--- src/rtl/vec_uop_sequencer.sv ---
// RVV vtype/vl configuration holder and LMUL-group micro-op expander.
// Sits between vector decode and the single-register execution datapath.
module vec_uop_sequencer #(
  parameter int VLEN = 128,
  parameter int VL_W = $clog2(VLEN) + 1
) (
  input  logic            clk,
  input  logic            rst,
  input  logic            cfg_valid,
  output logic            cfg_ready,
  input  logic [2:0]      cfg_sew_enc,
  input  logic [2:0]      cfg_lmul_enc,
  input  logic [31:0]     cfg_avl,
  input  logic            op_valid,
  output logic            op_ready,
  input  logic [4:0]      op_vd,
  input  logic [4:0]      op_vs2,
  input  logic [4:0]      op_vs1,
  output logic            op_err,
  output logic            uop_valid,
  input  logic            uop_ready,
  output logic [4:0]      uop_vd,
  output logic [4:0]      uop_vs2,
  output logic [4:0]      uop_vs1,
  output logic [2:0]      uop_idx,
  output logic [VL_W-1:0] uop_elems,
  output logic            uop_last,
  output logic [VL_W-1:0] vl,
  output logic [6:0]      vsew,
  output logic [3:0]      vlmul,
  output logic            vill
);

  localparam logic [0:0] ST_IDLE  = 1'b0;
  localparam logic [0:0] ST_ISSUE = 1'b1;

  localparam logic [VL_W-1:0] VLEN_V = VL_W'(VLEN);

  logic [0:0]      state_q, state_d;
  logic            vill_q, vill_d;
  logic [VL_W-1:0] vl_q, vl_d;
  logic [6:0]      vsew_q, vsew_d;
  logic [3:0]      vlmul_q, vlmul_d;
  logic [VL_W-1:0] epr_q, epr_d;
  logic [4:0]      vd_q, vd_d;
  logic [4:0]      vs2_q, vs2_d;
  logic [4:0]      vs1_q, vs1_d;
  logic [2:0]      idx_q, idx_d;
  logic [VL_W-1:0] rem_q, rem_d;
  logic            op_err_q, op_err_d;

  logic            idle;
  logic            issuing;
  logic            cfg_fire;
  logic            op_fire;
  logic            uop_fire;
  logic            cfg_legal;
  logic [VL_W-1:0] cfg_epr;
  logic [VL_W-1:0] cfg_vlmax;
  logic [VL_W-1:0] cfg_vl;
  logic [4:0]      lmul_mask;
  logic            misaligned;
  logic            cur_last;

  assign idle     = (state_q == ST_IDLE);
  assign issuing  = (state_q == ST_ISSUE);
  assign cfg_fire = cfg_valid && idle;
  assign op_fire  = op_valid && idle && !cfg_valid;
  assign uop_fire = issuing && uop_ready;
  assign cur_last = (rem_q <= epr_q);

  // Config decode: EPR = VLEN/SEW, VLMAX = EPR*LMUL, avl clipped at full 32-bit width.
  always_comb begin
    cfg_legal = !cfg_sew_enc[2] && !cfg_lmul_enc[2];
    cfg_epr   = VLEN_V >> (3'd3 + {1'b0, cfg_sew_enc[1:0]});
    cfg_vlmax = cfg_epr << cfg_lmul_enc[1:0];
    if (cfg_avl < 32'(cfg_vlmax)) begin
      cfg_vl = cfg_avl[VL_W-1:0];
    end else begin
      cfg_vl = cfg_vlmax;
    end
  end

  // A group base must be a multiple of LMUL; vlmul is a power of two so LMUL-1 is a mask.
  always_comb begin
    lmul_mask  = {1'b0, vlmul_q - 4'd1};
    misaligned = |(op_vd & lmul_mask) || |(op_vs2 & lmul_mask) || |(op_vs1 & lmul_mask);
  end

  always_comb begin
    state_d  = state_q;
    vill_d   = vill_q;
    vl_d     = vl_q;
    vsew_d   = vsew_q;
    vlmul_d  = vlmul_q;
    epr_d    = epr_q;
    vd_d     = vd_q;
    vs2_d    = vs2_q;
    vs1_d    = vs1_q;
    idx_d    = idx_q;
    rem_d    = rem_q;
    op_err_d = 1'b0;

    if (cfg_fire) begin
      if (cfg_legal) begin
        vill_d  = 1'b0;
        vl_d    = cfg_vl;
        vsew_d  = 7'd8 << cfg_sew_enc[1:0];
        vlmul_d = 4'd1 << cfg_lmul_enc[1:0];
        epr_d   = cfg_epr;
      end else begin
        vill_d  = 1'b1;
        vl_d    = '0;
        vsew_d  = '0;
        vlmul_d = '0;
        epr_d   = '0;
      end
    end else if (op_fire) begin
      // Ops under an illegal or empty config are swallowed silently.
      if (!vill_q && (vl_q != '0)) begin
        if (misaligned) begin
          op_err_d = 1'b1;
        end else begin
          vd_d    = op_vd;
          vs2_d   = op_vs2;
          vs1_d   = op_vs1;
          idx_d   = 3'd0;
          rem_d   = vl_q;
          state_d = ST_ISSUE;
        end
      end
    end

    if (uop_fire) begin
      idx_d = idx_q + 3'd1;
      rem_d = rem_q - epr_q;
      if (cur_last) begin
        state_d = ST_IDLE;
      end
    end
  end

  always_ff @(posedge clk) begin
    if (rst) begin
      state_q  <= ST_IDLE;
      vill_q   <= 1'b1;
      vl_q     <= '0;
      vsew_q   <= '0;
      vlmul_q  <= '0;
      epr_q    <= '0;
      vd_q     <= '0;
      vs2_q    <= '0;
      vs1_q    <= '0;
      idx_q    <= '0;
      rem_q    <= '0;
      op_err_q <= 1'b0;
    end else begin
      state_q  <= state_d;
      vill_q   <= vill_d;
      vl_q     <= vl_d;
      vsew_q   <= vsew_d;
      vlmul_q  <= vlmul_d;
      epr_q    <= epr_d;
      vd_q     <= vd_d;
      vs2_q    <= vs2_d;
      vs1_q    <= vs1_d;
      idx_q    <= idx_d;
      rem_q    <= rem_d;
      op_err_q <= op_err_d;
    end
  end

  // Micro-op fields are forced to zero outside ISSUE so idle outputs stay clean.
  always_comb begin
    uop_valid = issuing;
    uop_vd    = '0;
    uop_vs2   = '0;
    uop_vs1   = '0;
    uop_idx   = '0;
    uop_elems = '0;
    uop_last  = 1'b0;
    if (issuing) begin
      uop_vd    = vd_q + {2'b00, idx_q};
      uop_vs2   = vs2_q + {2'b00, idx_q};
      uop_vs1   = vs1_q + {2'b00, idx_q};
      uop_idx   = idx_q;
      uop_elems = cur_last ? rem_q : epr_q;
      uop_last  = cur_last;
    end
  end

  assign cfg_ready = idle;
  assign op_ready  = idle && !cfg_valid;
  assign op_err    = op_err_q;
  assign vl        = vl_q;
  assign vsew      = vsew_q;
  assign vlmul     = vlmul_q;
  assign vill      = vill_q;

endmodule
--- config.mk ---
export PLATFORM = sky130hd
export DESIGN_NAME = vec_uop_sequencer
export DESIGN_NICKNAME = d
export VERILOG_FILES = /design/src/rtl/vec_uop_sequencer.sv
export SDC_FILE = /design/constraint.sdc
export NUM_CORES = 1
export LEC_CHECK = 0
export BUFFER_PORTS_ARGS = -buffer_cell sky130_fd_sc_hd__buf_2
export CAP_MARGIN = 20
export CORE_MARGIN = 2
export CORE_UTILIZATION = 35
export DETAILED_ROUTE_END_ITERATION = 6
export PLACE_DENSITY = 0.7
export REMOVE_ABC_BUFFERS = 1
export SLEW_MARGIN = 20
export SYNTH_ARGS = -nofsm -noshare
export SYNTH_HDL_FRONTEND = slang
export SYNTH_SLANG_ARGS = --single-unit
--- constraint.sdc ---
create_clock -name clk -period 5 [get_ports clk]
set_input_delay 0.25 -clock clk [delete_from_list [all_inputs] [get_ports clk]]
set_output_delay 0.25 -clock clk [all_outputs]
set_load 0.03 [all_outputs]
# After elaboration in Yosys (flattened, before gate mapping)
# Cells that the tools add are included.
# totals
register_bits,56
elab_cells,87
inputBits,58
output_inout_bits,51
# classes
n_mux,30
n_reduce_logical,22
eq_ne,2
n_addsub,7
bitwise,8
shifts,4
magnitude_cmp,2
# ops
cell,n
8-bit two-way mux,10
32-bit by 8-bit < comparator with 1-bit output,1
3-bit two-way mux,6
5-bit by 3-bit adder with 5-bit output,3
5-bit by 4-bit AND with 5-bit output,3
5-bit two-way mux,3
5-bit OR reduction,3
1-bit two-way mux,9
8-bit <= comparator,1
4-bit AND reduction,2
8-bit nonzero test,1
8-bit by 2-bit << shifter with 8-bit output,1
"8-bit by 3-bit right shift with 8-bit output, first input constant",1
8-bit subtractor,1
1-bit logical AND,7
7-bit two-way mux,1
"4-bit by 2-bit << shifter with 7-bit output, first input constant",1
1-bit inverter,5
1-bit logical NOT,4
4-bit two-way mux,1
2-bit nonzero test,2
4-bit OR reduction,1
"1-bit by 2-bit << shifter with 4-bit output, first input constant",1
"4-bit by 1-bit subtractor with 4-bit output, second input constant",1
5 further kinds,6

# Logic depth before layout (Yosys ltp)
# Gate-level depths: netlist (run 1).
# depth
ltp_word,11
mapped_depth,11
depth_no_buf,10

# Worst setup path after synthesis (run 1)
# No wires, ideal clock.
# synth_path
path_kind,reg-to-output
startpoint,reg vsew[5] (netlist name)
endpoint,out uop_elems[1]
path_slack_ps,2274
n_path_buf,1
arrival_time_ps,2476
t_required_ps,4750
path_stages_with_launch,10
path_cell_list,dfxtp_1 inv_1 ha_1 nor2b_1 o21a_1 o21ai_0 a21oi_1 nor2b_1 clkbuf_1 mux2i_1
# synth_rtl
element,line_no,text
end: declaration,26,"output logic [VL_W-1:0] uop_elems,"

==> flow_summary.yaml, run 1 <==
outcome:
  status: "complete, no violations"
global_route:
  grt_overflow: 0
  grt_util_overall_pct: 17.47
  grt_use_met3_pct: 3.933
  grt_max_degree: 30
  globalRouteMet1Util_pct: 22.01
  groute.layer.met2.usage_pct: 30.06
  antenna_found_initial: 0
  grt_pass1_wl_mm: 12.43
  grt_pass1_vias: 2711
  gr-max-usage-layer: "met2"
cells_and_area:
  insertedDiodeCount: 0
  leading_cell_types_in_the_layout_fill_and_taps_excluded: "sky130_fd_sc_hd__buf_2 (102), sky130_fd_sc_hd__nand2_1 (50), sky130_fd_sc_hd__dfxtp_1 (45), sky130_fd_sc_hd__nor2_1 (41), sky130_fd_sc_hd__ha_1 (22)"
  layout.cells.most_common: "sky130_fd_sc_hd__buf_2"
  final_nets: 530
  finish.instance_area_sq_um: 3528
  ratio_of_cells_with_drive_above_1_in_the_final_layout_pct: 26.34
  layout-area-overhead-vs-synth_pct: 23.74
sta:
  report.final.slew_viol_count: 0
  worstMarginPinSlew_ps: 921.4
  final_hold_viol_count: 0
  hold_slack_ps: 182.8
  setup_total_negative_slack_ps: 0
  fmax_mhz: 332.3
  finalSetupViolCount: 0
  slew-limit-headroom_pct: 38.20
  timing.final.crit_period_ps: 3010
  worst_clock_skew_on_the_final_layout_ps: 9.369
  portion_of_the_clock_cycle_consumed_by_the_worst_path_in_the_final_layout_pct: 60.19
  unrepaired_setup_endpoints_after_global_routing: "no"
drt:
  routedWlPerCell_um: 13.63
  iteration_count_of_the_initial_detailed_routing_pass: 5
  routed_via_density: 5.022
  routed-via-count: 2762
  drc_errors: 0
  drt_iter0_drc: 99
  totalWireLength_mm: 7.495
  drt.antenna.violating_nets: 0
clocking:
  cts-root-buf: "sky130_fd_sc_hd__clkbuf_8"
  clkSlewWorstSetupHoldPaths_ps: 90
  cts_buffer_depth: 2
  cts_hold_buf: 0
  worst_skew_pair.late_latency_ps: 300
  cts_inserted_buffers: 5
  h_tree_depth_reported_by_cts: 2
  tritoncts_clock_tree: "built"
  cts_resized: 0
  post-cts-setup-buffers: 0
  clock-sinks: 45
synthesis:
  synth_edf_count: 0
  postSynthCellCount: 350
  synthesis.area_sq_um: 2851
  ys_ff_latch: 45
  async_sr_flop_fraction_pct: 0
  syn_area_per_cell_sq_um: 8.147
  yosys.cell_types.count: 46
  yosysWarningCount: 0
  synth_sequential_area_ratio_pct: 31.59
  synth_ff_type: "sky130_fd_sc_hd__dfxtp_1"
die:
  placeableCoreArea_sq_um: 7807
  row_count: 32
  initial_utilization_pct: 36.52
  chipWidth_um: 94.26
  chipHeight_um: 94.26
  full_die_area_sq_um: 8885
  io_pins: 109
worst_setup_path:
  cpMaxStageDelayCell: "sky130_fd_sc_hd__nor2b_1"
  crit_path_frequent_cell: "sky130_fd_sc_hd__nor2b_1"
  critPathMaxStageDelay_ps: 520
  critical_path_required_ps: 4750
  crit_path_cell_trace: "inv_1 > ha_1 > nor2b_1 > o21a_1 > o21ai_0 > a21oi_1 > nor2b_1 > mux2i_1 > buf_2"
  timing.critical_path.to_type: "primary output"
  regToRegEndpoint: "rem_q[3]"
  worst-r2r-setup-slack_ps: 2670
  worstPathMaxFanout: 6
  setup.worst_path.class: "flip-flop to primary output"
  r2r_cells: 6
  timing.critical_path.arrival_ps: 2760
  critical_path.startpoint_type: "flip-flop"
  r2r_start: "uop_valid"
pwr:
  power.density_cell_area_nw_per_um2: 204.3
  irDropWorstVdd_mv: 0.1484
  power.total_uw: 720.8
  power.static_leakage_nw: 1.707
hold_path:
  worst_hold_startpoint: "op_vs2[4]"
  number_of_stages_on_the_worst_hold_path: 3
  whs_endpoint: "vs2_q[4]"
  holdCritPathClass: "input port to flip-flop"
placed_design:
  place_hpwl_mm: 5.960
  post_place_cell_area_sq_um: 3417
  io_buffer_count: 102
  routabilityCongestion: 0.8476
run:
  cap_violations: 0
-- final cells by class --
type	instances	area [sq um]
Clock buffer	6	72.57
Clock inverter	2	38.79
Fill cell	787	4279
Inverter	13	48.80
Multi-Input combinational cell	277	1807
Sequential cell	45	900.9
Tap cell	102	127.6
Timing Repair Buffer	105	533.0
-- how the worst max path moves through the flow --
stage | startpoint | to | slack, ps | cells past startpoint
floorplan | vsew[5] | uop_elems[1] | 2240 | 8
global placement | cfg_sew_enc[0] | vl[5] | 2400 | 9
detailed placement | cfg_sew_enc[0] | vl[3] | 2240 | 9
CTS | vsew[5] | uop_elems[4] | 1920 | 9
global route | vsew[5] | uop_elems[4] | 1780 | 9
finish | vsew[5] | uop_elems[4] | 1990 | 9
-- worst max-delay path: cells and delay by family (launching register included) --
kind                     cells  cell delay (ps)
AND/OR/NAND/NOR              2              670
AO/OA/AOI/OAI                3              500
multiplexers                 1              260
buffers and inverters        2              280
flip-flops                   1              400
adder cells (fa/ha/maj)      1              340
-- Yosys cell counts (3+ instances only) --
| library cell | n | area [sq um] |
|---|---|---|
| sky130_fd_sc_hd__a31oi_1 | 3 | 18.77 |
| sky130_fd_sc_hd__inv_1 | 13 | 48.80 |
| sky130_fd_sc_hd__mux2i_1 | 19 | 190.2 |
| sky130_fd_sc_hd__nand4_1 | 8 | 50.05 |
| sky130_fd_sc_hd__nor3_1 | 5 | 25.02 |
| sky130_fd_sc_hd__ha_1 | 22 | 275.3 |
| sky130_fd_sc_hd__nor2_1 | 41 | 153.9 |
| sky130_fd_sc_hd__nor2b_1 | 9 | 56.30 |
| sky130_fd_sc_hd__buf_4 | 6 | 45.04 |
| sky130_fd_sc_hd__clkbuf_1 | 11 | 41.29 |
| sky130_fd_sc_hd__and2_1 | 11 | 68.82 |
| sky130_fd_sc_hd__fa_1 | 3 | 60.06 |
| sky130_fd_sc_hd__nor4_1 | 9 | 56.30 |
| sky130_fd_sc_hd__o211ai_1 | 6 | 45.04 |
| sky130_fd_sc_hd__or3_1 | 3 | 18.77 |
| sky130_fd_sc_hd__o21a_1 | 3 | 22.52 |
| sky130_fd_sc_hd__nand3_1 | 6 | 30.03 |
| sky130_fd_sc_hd__o21ai_0 | 8 | 40.04 |
| sky130_fd_sc_hd__xnor2_1 | 8 | 70.07 |
| sky130_fd_sc_hd__a22oi_1 | 3 | 22.52 |
| sky130_fd_sc_hd__a21oi_1 | 20 | 100.1 |
| sky130_fd_sc_hd__a21o_1 | 3 | 22.52 |
| sky130_fd_sc_hd__nand2_1 | 50 | 187.7 |
| sky130_fd_sc_hd__xor2_1 | 5 | 43.79 |
| sky130_fd_sc_hd__dfxtp_1 | 45 | 900.9 |
-- power by group --
part           internal [mW]  switching [mW]
registers              0.360         0.00213
logic                 0.0322          0.0488
clock network          0.150           0.128
-- flip-flops by register name (all words and copies together) (netlist names) --
name       flops
idx_q          3
vlmul          4
vd_q           5
epr_q          1
uop_valid      1
vsew           3
rem_q          8
vs1_q          5
vill           1
op_err         1
vl             8
vs2_q          5
-- metrics by stage --
stage / std cells / utilization [%] / setup slack, ps
finish: 550 / 45.19 / 1990
floorplan: 335 / - / 2243
CTS: 550 / 45.19 / 1917
global route: 550 / 45.19 / 1780
detailed placement: 542 / 43.77 / 2241
global placement: 542 / 43.77 / 2402
-- layer usage --
metal  up-vias  wire (um)
li1       1408          -
met1      1263       3341
met2        81       3620
met3        10        430
met4         0        104
met5         -          0
-- kinds of logic (layout without fill, tap and decap cells) --
logic type / Yosys count / after routing / share of synthesized area [%]
AND/OR/NAND/NOR: 153 / 153 / 25.58
AO/OA/AOI/OAI: 60 / 60 / 14.17
flip-flops: 45 / 45 / 31.59
buffers and inverters: 33 / 126 / 5.704
adder cells (fa/ha/maj): 25 / 25 / 11.76
multiplexers: 20 / 20 / 7.064
XOR/XNOR: 13 / 13 / 3.993
other: 1 / 6 / 0.1315
Note: power is estimated with default switching activity, not from simulation.
==> inputs of run 2 (changes only) <==
clock period = 3.1 ns   (was 5 ns; I/O delays follow)
==> run 2 against run 1 <==
Net effect: utilization shrank 0.064 points; worst setup slack lost 1500 ps; global-route usage shrank 0.35 points; design area shrank 0.14%; largest power group unchanged; via count shrank 0.29%; combinational power grew 64%; worst hold slack lost 93 ps; sequential share of layout area is essentially flat; non-clock buffer count grew 3.
==> flow_summary.yaml, run 2 (synthesis results as in run 1) <==
outcome:
  status: "complete, no violations"
pwr:
  power.density_cell_area_nw_per_um2: 306.4
  power.static_leakage_nw: 1.704
  power.total_mw: 1.080
  irDropWorstVdd_mv: 0.1672
clocking:
  cts_inserted_buffers: 5
  h_tree_depth_reported_by_cts: 2
  tritoncts_clock_tree: "built"
  worst_skew_pair.late_latency_ps: 300
  cts-root-buf: "sky130_fd_sc_hd__clkbuf_8"
  clock-sinks: 45
  cts_resized: 0
  cts_buffer_depth: 2
  cts_hold_buf: 0
  clkSlewWorstSetupHoldPaths_ps: 80
  post-cts-setup-buffers: 0
drt:
  routed-via-count: 2754
  iteration_count_of_the_initial_detailed_routing_pass: 4
  drt_iter0_drc: 107
  drc_errors: 0
  totalWireLength_mm: 7.405
  drt.antenna.violating_nets: 0
  routedWlPerCell_um: 13.39
  routed_via_density: 4.980
placed_design:
  routabilityCongestion: 0.8763
  place_hpwl_mm: 5.929
  io_buffer_count: 102
  post_place_cell_area_sq_um: 3440
  preCtsSetupSlack_ps: 662.3
  numPlacedInstances: 545
global_route:
  grt_overflow: 0
  grt_max_degree: 30
  grt_pass1_vias: 2724
  grt_pass1_wl_mm: 12.23
  antenna_found_initial: 0
  grt_util_overall_pct: 17.12
worst_setup_path:
  regToRegEndpoint: "rem_q[3]"
  worstPathMaxFanout: 6
  crit_start: "vsew[5]"
  worst-r2r-setup-slack_ps: 1050
  worst_setup_path_endpoint: "uop_elems[4]"
  critical_path_required_ps: 2940
  timing.critical_path.arrival_ps: 2470
  r2r_cells: 8
  r2r_start: "vlmul[0]"
  setup.worst_path.class: "flip-flop to primary output"
  timing.critical_path.to_type: "primary output"
  critical_path.startpoint_type: "flip-flop"
hold_path:
  worst_hold_startpoint: "op_vs1[4]"
  holdCritPathClass: "input port to flip-flop"
cells_and_area:
  ratio_of_cells_with_drive_above_1_in_the_final_layout_pct: 26.61
  final_nets: 533
  layout.cells.most_common: "sky130_fd_sc_hd__buf_2"
  utilization_after_layout_pct: 45.13
  finish.instance_area_sq_um: 3523
  finish.cell_count_without_fillers: 553
  layout-area-overhead-vs-synth_pct: 23.56
  insertedDiodeCount: 0
  leading_cell_types_in_the_layout_fill_and_taps_excluded: "sky130_fd_sc_hd__buf_2 (102), sky130_fd_sc_hd__nand2_1 (50), sky130_fd_sc_hd__dfxtp_1 (45), sky130_fd_sc_hd__nor2_1 (41), sky130_fd_sc_hd__ha_1 (22)"
sta:
  hold_slack_ps: 89.54
  portion_of_the_clock_cycle_consumed_by_the_worst_path_in_the_final_layout_pct: 84.80
  slew-limit-headroom_pct: 61.60
  fmax_mhz: 380.4
  setup_slack_ps: 471.1
  worst_clock_skew_on_the_final_layout_ps: 4.781
  final_hold_viol_count: 0
  finalSetupViolCount: 0
  report.final.slew_viol_count: 0
  timing.final.crit_period_ps: 2629
  worstMarginPinSlew_ps: 576.0
  unrepaired_setup_endpoints_after_global_routing: "no"
  setup_total_negative_slack_ps: 0
die:
  io_pins: 109
  placeableCoreArea_sq_um: 7807
  chipHeight_um: 94.26
  chipWidth_um: 94.26
  full_die_area_sq_um: 8885
  initial_utilization_pct: 36.52
  row_count: 32
run:
  cap_violations: 0
[run 2: area by class of cell]
class | instances | area [sq um]
Clock buffer | 7 | 76.32
Inverter | 13 | 48.80
Multi-Input combinational cell | 277 | 1807
Tap cell | 102 | 127.6
Fill cell | 791 | 4284
Sequential cell | 45 | 900.9
Clock inverter | 1 | 7.507
Timing Repair Buffer | 108 | 555.5
[run 2: power by group]
part	internal (mW)	switching, mW	total (mW)
Clock	0.160	0.202	0.362
Combinational	0.0532	0.0802	0.133
Sequential	0.580	0.00348	0.584
[run 2: worst min path at each step]
stage,endpoint,slack (ps),depth (start not counted)
floorplan,rem_q[2],220,1
global placement,vs2_q[4],400,3
detailed placement,vs2_q[4],410,3
CTS,vs2_q[4],90,3
global route,vs2_q[4],90,3
finish,vs1_q[4],90,3
[run 2: critical path, cell delays in order, from the launching register on]
cell	delay [ps]
sky130_fd_sc_hd__dfxtp_1	390
sky130_fd_sc_hd__inv_1	70
sky130_fd_sc_hd__ha_1	340
sky130_fd_sc_hd__nor2b_1	150
sky130_fd_sc_hd__o21a_1	170
sky130_fd_sc_hd__o21ai_0	220
sky130_fd_sc_hd__a21oi_1	120
sky130_fd_sc_hd__nor2b_1	110
sky130_fd_sc_hd__buf_4	170
sky130_fd_sc_hd__mux2i_1	200
sky130_fd_sc_hd__buf_2	220
[run 2: metal layers]
metal / part of all wire, % / track usage [%] / up-vias
met5: 0 / 0 / -
met4: 2.2 / 5.556 / 0
met3: 6.3 / 3.210 / 15
met2: 47 / 29.23 / 99
met1: 44 / 21.66 / 1230
li1: - / - / 1410
==> inputs of run 3 (changes only) <==
ABC_AREA = 1   (was default)
PLACE_DENSITY = 0.69   (was 0.7)
clock period = 2.5 ns   (was 3.1 ns; I/O delays follow)
==> run 3 against run 2 <==
Net effect: routed wire length up 17%; highest routed layer unchanged; area after synthesis up 11%; worst setup slack worse by 280 ps; synthesized cell count up 39%; critical path depth up 1; global-route usage up 0.47 points; utilization down 1.0 points.
==> flow_summary.yaml, run 3 <==
synthesis:
  postSynthCellCount: 488
  syn_area_per_cell_sq_um: 6.515
  synth_edf_count: 0
  yosys.cell_types.count: 37
  post-synth-top-count-cell: "sky130_fd_sc_hd__nand2_1"
  post-synth-top-area-fraction_pct: 28.34
  yosys-top-cells-area: "sky130_fd_sc_hd__dfxtp_1 (28%), sky130_fd_sc_hd__nand2_1 (15%), sky130_fd_sc_hd__ha_1 (8.7%), sky130_fd_sc_hd__inv_1 (7.9%), sky130_fd_sc_hd__a21oi_1 (6.0%)"
  synth_sequential_area_ratio_pct: 28.34
  ys_ff_latch: 45
  synth_largest_area_cell: "sky130_fd_sc_hd__dfxtp_1"
  synth_commonest_cells: "sky130_fd_sc_hd__nand2_1 (128), sky130_fd_sc_hd__inv_1 (67), sky130_fd_sc_hd__nor2_1 (50)"
  synth_ff_type: "sky130_fd_sc_hd__dfxtp_1"
  synthesis.area_sq_um: 3179
  async_sr_flop_fraction_pct: 0
  yosysWarningCount: 0
die:
  io_pins: 109
  chipWidth_um: 99.31
  full_die_area_sq_um: 9862
  chipHeight_um: 99.31
  row_count: 34
  initial_utilization_pct: 36.28
  placeableCoreArea_sq_um: 8763
drt:
  routedWlPerCell_um: 12.42
  routed-via-count: 3416
  routed_via_density: 4.894
  drc_errors: 0
  iteration_count_of_the_initial_detailed_routing_pass: 5
  drt_iter0_drc: 195
  drt.antenna.violating_nets: 0
  totalWireLength_mm: 8.669
global_route:
  grt_pass1_vias: 3115
  grt_pass1_wl_mm: 14.24
  grt_overflow: 0
  grt_max_degree: 25
  antenna_found_initial: 0
  grt_util_overall_pct: 17.59
sta:
  worst_clock_skew_on_the_final_layout_ps: 10.28
  portion_of_the_clock_cycle_consumed_by_the_worst_path_in_the_final_layout_pct: 92.27
  unrepaired_setup_endpoints_after_global_routing: "no"
  final_hold_viol_count: 0
  hold_slack_ps: 46.89
  finalSetupViolCount: 0
  report.final.slew_viol_count: 0
  setup_slack_ps: 193.2
  timing.final.crit_period_ps: 2307
  setup_total_negative_slack_ps: 0
  fmax_mhz: 433.5
worst_setup_path:
  cpMaxStageDelayCell: "sky130_fd_sc_hd__dfxtp_1"
  critical_path.startpoint_type: "flip-flop"
  worstPathMaxFanout: 7
  crit_path_frequent_cell: "sky130_fd_sc_hd__inv_1"
  setup.worst_path.class: "flip-flop to primary output"
  crit_path_cell_trace: "inv_1 > ha_1 > inv_1 > nor2_2 > nand4_2 > nand2_2 > o31ai_4 > nand2_4 > nand2_1 > a21oi_1 > buf_2"
  critical_path_required_ps: 2380
  timing.critical_path.arrival_ps: 2180
  timing.critical_path.to_type: "primary output"
  critPathMaxStageDelay_ps: 360
clocking:
  h_tree_depth_reported_by_cts: 2
  cts_inserted_buffers: 5
  cts-root-buf: "sky130_fd_sc_hd__clkbuf_8"
  clkSlewWorstSetupHoldPaths_ps: 90
  cts_hold_buf: 0
  cts_buffer_depth: 2
  post-cts-setup-buffers: 0
  tritoncts_clock_tree: "built"
  worst_skew_pair.late_latency_ps: 300
  clock-sinks: 45
  cts_resized: 0
cells_and_area:
  layout-area-overhead-vs-synth_pct: 21.53
  finish.cell_count_without_fillers: 698
  ratio_of_cells_with_drive_above_1_in_the_final_layout_pct: 22.88
  finish.instance_area_sq_um: 3864
  leading_cell_types_in_the_layout_fill_and_taps_excluded: "sky130_fd_sc_hd__nand2_1 (127), sky130_fd_sc_hd__buf_2 (100), sky130_fd_sc_hd__inv_1 (67), sky130_fd_sc_hd__nor2_1 (50), sky130_fd_sc_hd__dfxtp_1 (45)"
  insertedDiodeCount: 0
  final_nets: 672
  layout.cells.most_common: "sky130_fd_sc_hd__nand2_1"
  utilization_after_layout_pct: 44.09
  layout.filler_cells: 924
pwr:
  irDropWorstVdd_mv: 0.1798
  power.total_mw: 1.379
  power.density_cell_area_nw_per_um2: 356.8
  power.static_leakage_nw: 2.020
hold_path:
  holdCritPathClass: "input port to flip-flop"
outcome:
  status: "complete, no violations"
placed_design:
  numPlacedInstances: 690
  preCtsSetupSlack_ps: 386.9
  routabilityCongestion: 0.9269
  place_hpwl_mm: 7.079
  io_buffer_count: 102
  post_place_cell_area_sq_um: 3759
run:
  cap_violations: 0
run 3: cell count changes after synthesis, moves of 9 or more:
| cell | delta |
|---|---|
| sky130_fd_sc_hd__nand3_1 | +26 |
| sky130_fd_sc_hd__nand2_1 | +78 |
| sky130_fd_sc_hd__nor4_1 | -9 |
| sky130_fd_sc_hd__a21oi_1 | +18 |
| sky130_fd_sc_hd__nor2_1 | +9 |
| sky130_fd_sc_hd__mux2i_1 | -19 |
| sky130_fd_sc_hd__o21ai_0 | +26 |
| sky130_fd_sc_hd__nor2b_1 | -9 |
| sky130_fd_sc_hd__inv_1 | +54 |
| sky130_fd_sc_hd__and2_1 | -11 |
run 3: where the power goes:
group / internal, mW / switching, mW / total, mW
Clock: 0.197 / 0.258 / 0.456
Combinational: 0.0759 / 0.124 / 0.199
Sequential: 0.720 / 0.00363 / 0.724
run 3: metal layers:
metal  global-route usage (%)  wire, um
met1                    24.30      4143
met2                    28.01      3747
met3                    3.935       673
met4                    4.215       104
met5                        0         0
run 3: logic make-up (layout without fill, tap and decap cells):
kind of cell	count (synthesis)	after routing	synth area share [%]
simple gates	242	242	33.73
buf+inv	88	185	12.12
compound gates	85	85	14.60
flops	45	45	28.34
fa+ha+maj	25	25	10.55
xor+xnor	2	2	0.5511
other cells	1	6	0.1180
run 3: layout make-up:
class	count	area, sq um	share of cell area [%]
multi-input cells	360	1924	49.81
flip-flops and latches	45	900.9	23.32
clock inverters	2	15.01	0.3886
repair buffers	107	553.0	14.31
well taps	108	135.1	3.497
inverters	70	262.8	6.801
clock buffers	6	72.57	1.878
run 3: worst max-delay path: cells and delay by family, from the launching register on:
family                   cells  cell delay, ps
flip-flops                   1             360
adder cells (fa/ha/maj)      1             340
buffers and inverters        3             360
AND/OR/NAND/NOR              5             580
AO/OA/AOI/OAI                2             250
run 3: path summary, 6_finish.rpt:
check	start	endpoint	slack (ps)	depth (start not counted)
worst max-delay path	vsew[3]	uop_elems[2]	190	11
worst min-delay path	rst	rem_q[7]	50	2
worst max register to register	vlmul[0]	rem_q[2]	630	12
worst min register to register	vs1_q[2]	vs1_q[2]	460	2
